### config.mk
export PLATFORM = sky130hd
export DESIGN_NAME = walk_request_bank
export DESIGN_NICKNAME = d
export VERILOG_FILES = /design/src/rtl/walk_request_bank.sv
export SDC_FILE = /design/constraint.sdc
export NUM_CORES = 1
export LEC_CHECK = 0
export BUFFER_PORTS_ARGS = -buffer_cell sky130_fd_sc_hd__buf_2
export CORE_UTILIZATION = 60
export CTS_CLUSTER_SIZE = 12
export DETAILED_ROUTE_END_ITERATION = 7
export PLACE_DENSITY = 0.81
export SETUP_SLACK_MARGIN = 0.1
export SYNTH_ARGS = -nofsm -noshare
export SYNTH_HDL_FRONTEND = slang
export SYNTH_HIERARCHICAL = 1
export SYNTH_SLANG_ARGS = --single-unit
export TNS_END_PERCENT = 5
### constraint.sdc
create_clock -name WRB_Clk -period 3.1 [get_ports WRB_Clk]
set_input_delay 0.465 -clock WRB_Clk [delete_from_list [all_inputs] [get_ports WRB_Clk]]
set_output_delay 0.465 -clock WRB_Clk [all_outputs]
set_load 0.005 [all_outputs]
### src/rtl/walk_request_bank.sv
// Crosswalk walk-request bank: per-channel sync, debounce, request latch and wait age,
// plus a pending summary and lowest-index pending channel for the light sequencer.

module walk_request_lane #(
    parameter int DEB_CYC = 8,
    parameter int AGE_W   = 8
) (
    input  logic             i_clk,
    input  logic             i_rst_n,
    input  logic             i_btn,
    input  logic             i_grant,
    input  logic             i_en,
    output logic             o_req,
    output logic [AGE_W-1:0] o_age
);
    localparam int CNT_W = $clog2(DEB_CYC + 1);
    localparam logic [CNT_W-1:0] CNT_MAX = CNT_W'(DEB_CYC);
    localparam logic [CNT_W-1:0] CNT_HIT = CNT_W'(DEB_CYC - 1);

    logic             r_sync1;
    logic             r_sync2;
    logic [CNT_W-1:0] r_cnt;
    logic             r_press;
    logic             r_req;
    logic [AGE_W-1:0] r_age;
    logic             w_hit;

    // Counter saturates at DEB_CYC, so a held button crosses the hit value only once.
    assign w_hit = r_sync2 && (r_cnt == CNT_HIT);

    always_ff @(posedge i_clk or negedge i_rst_n) begin
        if (!i_rst_n) begin
            r_sync1 <= 1'b0;
            r_sync2 <= 1'b0;
            r_cnt   <= '0;
            r_press <= 1'b0;
        end else begin
            r_sync1 <= i_btn;
            r_sync2 <= r_sync1;
            r_press <= w_hit;
            if (!r_sync2)
                r_cnt <= '0;
            else if (r_cnt != CNT_MAX)
                r_cnt <= r_cnt + 1'b1;
        end
    end

    // Grant beats a coincident press; age starts at 0 on the set edge since r_req was 0.
    always_ff @(posedge i_clk or negedge i_rst_n) begin
        if (!i_rst_n) begin
            r_req <= 1'b0;
            r_age <= '0;
        end else begin
            if (i_grant)
                r_req <= 1'b0;
            else if (r_press && i_en)
                r_req <= 1'b1;

            if (!r_req || i_grant)
                r_age <= '0;
            else if (r_age != '1)
                r_age <= r_age + 1'b1;
        end
    end

    assign o_req = r_req;
    assign o_age = r_age;
endmodule

module walk_request_bank #(
    parameter int N_CH    = 4,
    parameter int DEB_CYC = 8,
    parameter int AGE_W   = 8,
    localparam int FW     = (N_CH > 1) ? $clog2(N_CH) : 1
) (
    input  logic                  WRB_Clk,
    input  logic                  WRB_Reset_n,
    input  logic [N_CH-1:0]       WRB_Button,
    input  logic [N_CH-1:0]       WRB_Grant,
    input  logic                  WRB_Enable,
    output logic [N_CH-1:0]       WRB_Req,
    output logic                  WRB_Any,
    output logic [FW-1:0]         WRB_First,
    output logic [N_CH*AGE_W-1:0] WRB_Age
);
    logic [N_CH-1:0]            w_req;
    logic [N_CH-1:0][AGE_W-1:0] w_age;
    logic [FW-1:0]              w_first;

    for (genvar g = 0; g < N_CH; g++) begin : g_lane
        walk_request_lane #(
            .DEB_CYC (DEB_CYC),
            .AGE_W   (AGE_W)
        ) u_lane (
            .i_clk   (WRB_Clk),
            .i_rst_n (WRB_Reset_n),
            .i_btn   (WRB_Button[g]),
            .i_grant (WRB_Grant[g]),
            .i_en    (WRB_Enable),
            .o_req   (w_req[g]),
            .o_age   (w_age[g])
        );
    end

    // Scan high-to-low so the lowest pending index is the last one written.
    always_comb begin
        w_first = '0;
        for (int i = N_CH - 1; i >= 0; i--)
            if (w_req[i])
                w_first = FW'(i);
    end

    assign WRB_Req   = w_req;
    assign WRB_Any   = |w_req;
    assign WRB_First = w_first;
    assign WRB_Age   = w_age;
endmodule

==> summary.md, run 1 <==
| Metric | Value |
|---|---|
| Worst-path clk slew | 0.07 ns |
| Clk network pwr share | 43.0% |
| Type of origin of the critical path | flop |
| Async S/R FF share, synth | 100.0% |
| Post-CTS Hold Buffers | 0 |
| Initial DRC count | 161 |
| Total wire length | roughly 5800 µm |
| Worst reg2reg path depth | 4 |
| Crit-path max FO | 6 |
| Arrival time at the worst endpoint | roughly 1.2 ns |
| Die ar. | about 5500 µm² |
| GRT overflow | 0 |
| Ant diodes | 0 |
| Slew headroom | 72.89% |
| Max Fclk | 592.7 MHz |
| Rows | 25 |
| Sw Pwr | about 0.35 mW |
| Crit Path Class | reg -> out |
| Syn_nets | 310 |
| Finished Cell Area | 3596 µm² |
| Vias in the first global route | between 2k and 2.5k |
| Most instantiated library cell after synthesis | dfrtp_1 |
| Die H | about 74 µm |
| Post-cts sizing count | 0 |
| PwrDens | 459.8 nW/µm² |
| Initial antenna violation count | 0 |
| Synth top area cells | dfrtp_1 (52%), ha_1 (4.8%), a31oi_1 (4.0%) |
| Worst setup EP type | output port |
| # clock sinks | 64 |
| #FFs+latches synth | 64 |
| Worst-Skew Late Latency | 0.33 ns |
| Design Power | around 1.7 mW |
| Dpl cell area | 3397 µm² |
| Placement Setup Slack | around 1.8 ns |
| Area growth syn-to-layout | 16.07% |
| IO Port Bufs | 49 |
| H-Tree Depth | 3 |
| DR DRC count | 0 |
| Cells after Synth | 287 |
| Global Route Usage Sum | 23.18% |
| Share of layout cells above drive strength 1 | 22.29% |
| Ports | 50 |
| Skew final | 0.003186 ns |
| Final WS setup | ~1.4 ns |
| Internal power | between 1 and 1.5 mW |
| Synth Warn # | 6 |
| Run status | finished clean |
| Terminus of the critical flop-to-flop path | g_lane[1].u_lane/o_age[3] |
| Fin crit share | 54.43% |
| Largest net degree at the start of global routing | 34 |
| Setup bufs post-CTS | 0 |
| Setup tns final | 0 ns |
| Min cycle time layout | 1.687 ns |
| Filler cells | 349 |
| Share of Yosys cell area claimed by the top area cell type | 51.70% |
| WL/cell | 13.84 µm |
| Worst Hold Class | in -> async |
| Detail Route Antenna Nets | 0 |
| Switching Share | 21.46% |
| Vias/cell | around 5.8 |
| Num CTS Buffers | 9 |
| Via Count | 2410 |
| Leak | 1.768 nW |
| Comb power frac | 4.3% |
| Sequential power share | 52.7% |
| Setup-failing EPs final | 0 |
| Root buffer cell | clkbuf_8 |
| RSZ-0062 raised after global routing | no |
| Post-synth top cells | dfrtp_1 (64), nand3_1 (24), a31oi_1 (20) |
| Post-synth top area cell | dfrtp_1 |
| Syn Area/Cell | 10.79 µm² |
| Sequential element share of the synthesized area | between 50% and 60% |
| Synth Cell Area | 3098 µm² |
| TritonRoute pass-1 iters | 4 |
| Distinct cells, synth | 28 |
| Worst Max-Slew Pin Slew | between 0.4 and 0.5 ns |
| Hpwl dp | 3962 µm |
| Gpl congestion | about 0.89 |
| RR Startpoint | g_lane[1].u_lane/o_age[0] |
| First-pass GRT wire length | 9335 µm |
| Worst reg2reg setup slack | 1.80 ns |
| Maximum clock insertion buffer count | 2 |
| Top_reg_cell synth | dfrtp_1 |
| Starting Density | 63.90% |
| Worst vdd ir | 0.4324 mV |
| Max Slew Vio Count | 0 |
| Core Area | 4848 µm² |
| Post-synth EDFFs | 0 |
| Max-Cap Viols | 0 |
| Die X | 73.86 µm |
| CTS tree | done |
| Nets@finish | approximately 370 |
| Final Hold Fails | 0 |
| Worst EP required | 2.63 ns |
-- final cells by class --
cell class	count	area, µm²	share of cell area [%]
multi-input combinational	210	1418	39.42
sequential	64	1602	44.54
clock inverter	3	40.04	1.113
timing repair buffer	51	260.3	7.237
clock buffer	13	158.9	4.419
inverter	9	33.78	0.9395
tap	67	83.83	2.331
-- stage by stage --
stage	instances	hold slack (ns)	utilization, %
4_1_cts	417	0.1523	74.17
3_3_place_gp	401	0.3318	70.06
6_report	417	0.1502	74.17
5_1_grt	417	0.1794	74.17
2_1_floorplan	287	0.1694	-
3_5_place_dp	401	0.3347	70.06
-- worst max path at each step --
stage                                       from            to  slack, ns  cells past startpoint
after floorplan           g_lane[2].u_lane/o_req  WRB_First[0]       1.94                      2
after global placement    g_lane[0].u_lane/o_req  WRB_First[1]       1.80                      2
after detailed placement  g_lane[2].u_lane/o_req  WRB_First[0]       1.79                      3
after CTS                 g_lane[2].u_lane/o_req  WRB_First[0]       1.41                      3
after global routing      g_lane[2].u_lane/o_req  WRB_First[0]       1.37                      3
final                     g_lane[2].u_lane/o_req  WRB_First[0]       1.41                      3
-- worst max-delay path, stage by stage, from the launching register on --
cell and delay (ns):
dfrtp_1 0.41, nand2b_1 0.17, a21oi_2 0.17, buf_2 0.13
-- cells in the final DEF, fill, tap and decap left out, drive strengths merged, types with 2 or more instances in the layout --
| cell type | n |
|---|---|
| clkbuf | 13 |
| nand4 | 4 |
| a21o | 4 |
| nor2 | 10 |
| buf | 51 |
| or2b | 4 |
| and4 | 4 |
| nand3 | 24 |
| a31oi | 20 |
| nor3b | 4 |
| inv | 9 |
| o21ai | 16 |
| and2 | 8 |
| a211oi | 4 |
| a21boi | 4 |
| mux2i | 12 |
| and4b | 4 |
| xnor2 | 8 |
| nor3 | 13 |
| nand3b | 4 |
| ha | 12 |
| nand2 | 13 |
| clkinv | 2 |
| nor2b | 12 |
| a21oi | 13 |
| and3 | 12 |
| dfrtp | 64 |
-- per-layer routing --
| layer | track usage [%] | part of all wire (%) | up-vias |
|---|---|---|---|
| met5 | 0 | 0 | - |
| met1 | 30.38 | 47 | 1171 |
| met3 | 5.213 | 3.8 | 12 |
| met2 | 34.66 | 47 | 62 |
| met4 | 15.17 | 2.4 | 0 |
| li1 | - | - | 1165 |
-- sequential cells by signal, summed over array words and instances (netlist names) --
register               cells
g_lane.u_lane/o_req        4
g_lane.u_lane/r_cnt       16
g_lane.u_lane/r_press      4
g_lane.u_lane/o_age       32
g_lane.u_lane/r_sync2      4
g_lane.u_lane/r_sync1      4
-- logic make-up after synthesis --
| family | share of synthesized area (%) |
|---|---|
| AND/OR/NAND/NOR | 22.38 |
| flip-flops | 51.70 |
| AO/OA/AOI/OAI | 12.40 |
| buffers and inverters | 2.544 |
| multiplexers | 3.877 |
| adder cells (fa/ha/maj) | 4.846 |
| XOR/XNOR | 2.262 |
-- power groups by stage --
stage / Sequential [mW] / Clock [mW] / Combinational (mW)
after floorplan: 0.881 / 0 / 0.0398
after global placement: 0.885 / 0 / 0.0701
after detailed placement: 0.886 / 0 / 0.0735
after CTS: 0.871 / 0.731 / 0.0739
after global routing: 0.872 / 0.762 / 0.0827
final: 0.871 / 0.711 / 0.0718
Power figures use the tool's default switching activity.
==> inputs of run 2 (changes only) <==
--- a/config.mk
+++ b/config.mk
@@ -5,11 +5,12 @@
 export SDC_FILE = /design/constraint.sdc
 export NUM_CORES = 1
 export LEC_CHECK = 0
+export ABC_AREA = 1
 export BUFFER_PORTS_ARGS = -buffer_cell sky130_fd_sc_hd__buf_2
-export CORE_UTILIZATION = 60
+export CORE_UTILIZATION = 51
 export CTS_CLUSTER_SIZE = 12
 export DETAILED_ROUTE_END_ITERATION = 7
-export PLACE_DENSITY = 0.81
+export PLACE_DENSITY = 0.73
 export SETUP_SLACK_MARGIN = 0.1
 export SYNTH_ARGS = -nofsm -noshare
 export SYNTH_HDL_FRONTEND = slang
==> constraint.sdc (replaced) <==
create_clock -name WRB_Clk -period 1.52 [get_ports WRB_Clk]
set_input_delay 0.228 -clock WRB_Clk [delete_from_list [all_inputs] [get_ports WRB_Clk]]
set_output_delay 0.228 -clock WRB_Clk [all_outputs]
set_load 0.005 [all_outputs]
==> run 2 against run 1 <==
Against the previous run: total power rose by 91%; synthesized cell count up 31%; final cell count up 25%; routed wire length is 5.0% higher; sequential share of layout area down 2.5 points; critical path depth rose by 1; highest routed layer unchanged.
==> summary.md, run 2 <==
| Metric | Value |
|---|---|
| Hpwl dp | roughly 4500 µm |
| Fin crit share | 87.47% |
| # clock sinks | between 60 and 70 |
| Max-Cap Viols | 0 |
| Worst Hold Class | in -> reg |
| Via Count | about 2.6k |
| Final Hold Fails | 0 |
| Setup tns final | 0 ns |
| Placed insts | ~500 |
| Cells after Synth | 377 |
| WL/cell | 11.61 µm |
| Crit-path max FO | 4 |
| CTS tree | done |
| Async S/R FF share, synth | between 90% and 100% |
| Synth Warn # | 6 |
| RSZ-0062 raised after global routing | no |
| Critical Path, Cell by Cell | inv_1 -> nand2_1 -> a21oi_2 -> buf_2 |
| Final cell count without fillers | 522 |
| Type of origin of the critical path | flop |
| Worst EP required | 1.29 ns |
| Worst vdd ir | 0.6691 mV |
| Ant diodes | 0 |
| Total wire length | 6059 µm |
| Gpl congestion | 0.8167 |
| Global Route Usage Sum | 20.76% |
| Synth top area cells | dfrtp_1 (50%), nand2_1 (11%), nand3_1 (8.1%) |
| Max Slew Vio Count | 0 |
| Core Area | roughly 6000 µm² |
| Design Power | 3.151 mW |
| Initial antenna violation count | 0 |
| Ports | 50 |
| Largest net degree at the start of global routing | 30 |
| Nets@finish | approximately 470 |
| Crit Path Class | reg -> out |
| Leak | approximately 2.0 nW |
| Slew headroom | about four fifths |
| CP max-delay cell | dfrtp_2 |
| Max Fclk | 752.2 MHz |
| Share of Yosys cell area claimed by the top area cell type | 49.82% |
| Vias/cell | 5.071 |
| Most frequent cells in the layout | nand2_1 (90), dfrtp_1 (63), nand3_1 (52) |
| Post-synth top area cell | dfrtp_1 |
| GRT overflow | 0 |
| TritonRoute pass-1 iters | 4 |
| Post-synth EDFFs | 0 |
| Vias in the first global route | around 2.4k |
| Rows | 28 |
| Syn Area/Cell | 8.526 µm² |
| Min cycle time layout | 1.329 ns |
| Most instantiated library cell after synthesis | nand2_1 |
| Worst setup EP type | output port |
| Detail Route Antenna Nets | 0 |
| Hold slack | 0.1467 ns |
| DR DRC count | 0 |
| Finished Cell Area | 3812 µm² |
| Dpl cell area | approximately 3600 µm² |
| Root buffer cell | clkbuf_8 |
| Commonest non-fill, non-tap cell in the layout | nand2_1 |
| Share of layout cells above drive strength 1 | 23.49% |
| Distinct cells, synth | 18 |
| Num CTS Buffers | 9 |
| Die ar. | around 6600 µm² |
| Post-synth top cells | nand2_1 (90), dfrtp_1 (64), nand3_1 (52) |
| IO Port Bufs | 49 |
| Skew final | 0.008821 ns |
| Starting Density | 53.65% |
| Arrival time at the worst endpoint | 1.10 ns |
| Synth Cell Area | 3214 µm² |
| Die X | 81.39 µm |
| Max reg flops | 32 |
| Die H | slightly above 80 µm |
| Worst-path clk slew | roughly 0.070 ns |
| Sequential element share of the synthesized area | 49.82% |
| Worst Max-Slew Pin Slew | 0.3150 ns |
| Worst-Skew Late Latency | between 0.3 and 0.4 ns |
| Initial DRC count | 114 |
| Run status | finished clean |
| H-Tree Depth | 3 |
| Worst reg2reg setup slack | around 0.27 ns |
| Setup-failing EPs final | 0 |
| First-pass GRT wire length | 10320 µm |
| CP max stage delay | roughly 0.43 ns |
| Maximum clock insertion buffer count | 2 |
| #FFs+latches synth | 64 |
| Area growth syn-to-layout | 18.61% |
| Top_reg_cell synth | dfrtp_1 |
| Syn_nets | 400 |
| PwrDens | 826.4 nW/µm² |
run 2: final timing paths:
path                                      startpoint                   endpoint  depth (start not counted)
setup reg to reg           g_lane[2].u_lane/o_age[0]  g_lane[2].u_lane/o_age[4]                          6
hold reg to reg             g_lane[1].u_lane/r_sync1   g_lane[1].u_lane/r_sync2                          0
min in group asynchronous                WRB_Reset_n  g_lane[2].u_lane/o_age[2]                          2
max in group asynchronous                WRB_Reset_n     g_lane[0].u_lane/o_req                          3
setup / recovery              g_lane[0].u_lane/o_req               WRB_First[1]                          4
hold / removal                          WRB_Grant[1]     g_lane[1].u_lane/o_req                          4
run 2: per-stage QoR:
| stage | utilization [%] | setup WS (ns) |
|---|---|---|
| floorplan | - | 0.3328 |
| global placement | 59.98 | 0.3225 |
| detailed placement | 59.98 | 0.2782 |
| CTS | 63.49 | 0.1328 |
| global route | 63.64 | 0.1118 |
| finish | 63.64 | 0.1905 |
run 2: repair_timing:
item                                    in CTS  in global routing
setup buffers                                0                  1
endpoints found under the setup margin       0                  1
resized for setup                            0                  1
hold buffers                                 5                  0
hold endpoints to repair                    13                  0
run 2: final cells by class:
class                      count  area, µm²
clock buffer                  12      155.1
clock inverter                 1      5.005
fill                         528       2178
inverter                      52      195.2
multi-input combinational    261       1418
sequential                    64       1603
tap                           75      93.84
timing repair buffer          57      342.8
run 2: cell families after synthesis:
logic type / count (synthesis) / share of synthesized area (%)
adders and majority gates: 12 / 4.671
DFF: 64 / 49.82
and+or+nand+nor: 211 / 32.35
AOI/OAI and AO/OA: 38 / 7.085
buffers and inverters: 52 / 6.072
run 2: routing by layer:
metal  part of all wire [%]  track usage [%]  up-vias  routed length, µm
met2                     49            33.08       42               2943
met1                     46            26.44     1249               2810
met4                    1.5            9.643        0                 93
met5                      0                0        -                  0
li1                       -                -     1347                  -
met3                    3.5            5.169        9                211
run 2: report_power, final:
group / internal [mW] / switching, mW / total [mW]
combinational: 0.0621 / 0.0847 / 0.147
clock: 0.651 / 0.578 / 1.23
sequential: 1.74 / 0.0329 / 1.77
total: 2.45 / 0.696 / 3.15
run 2: worst max-delay path: cells and delay by family, from the launching register on:
family          cells  cell delay (ns)
simple gates        1             0.06
flops               1             0.43
compound gates      1             0.09
buf+inv             2             0.19
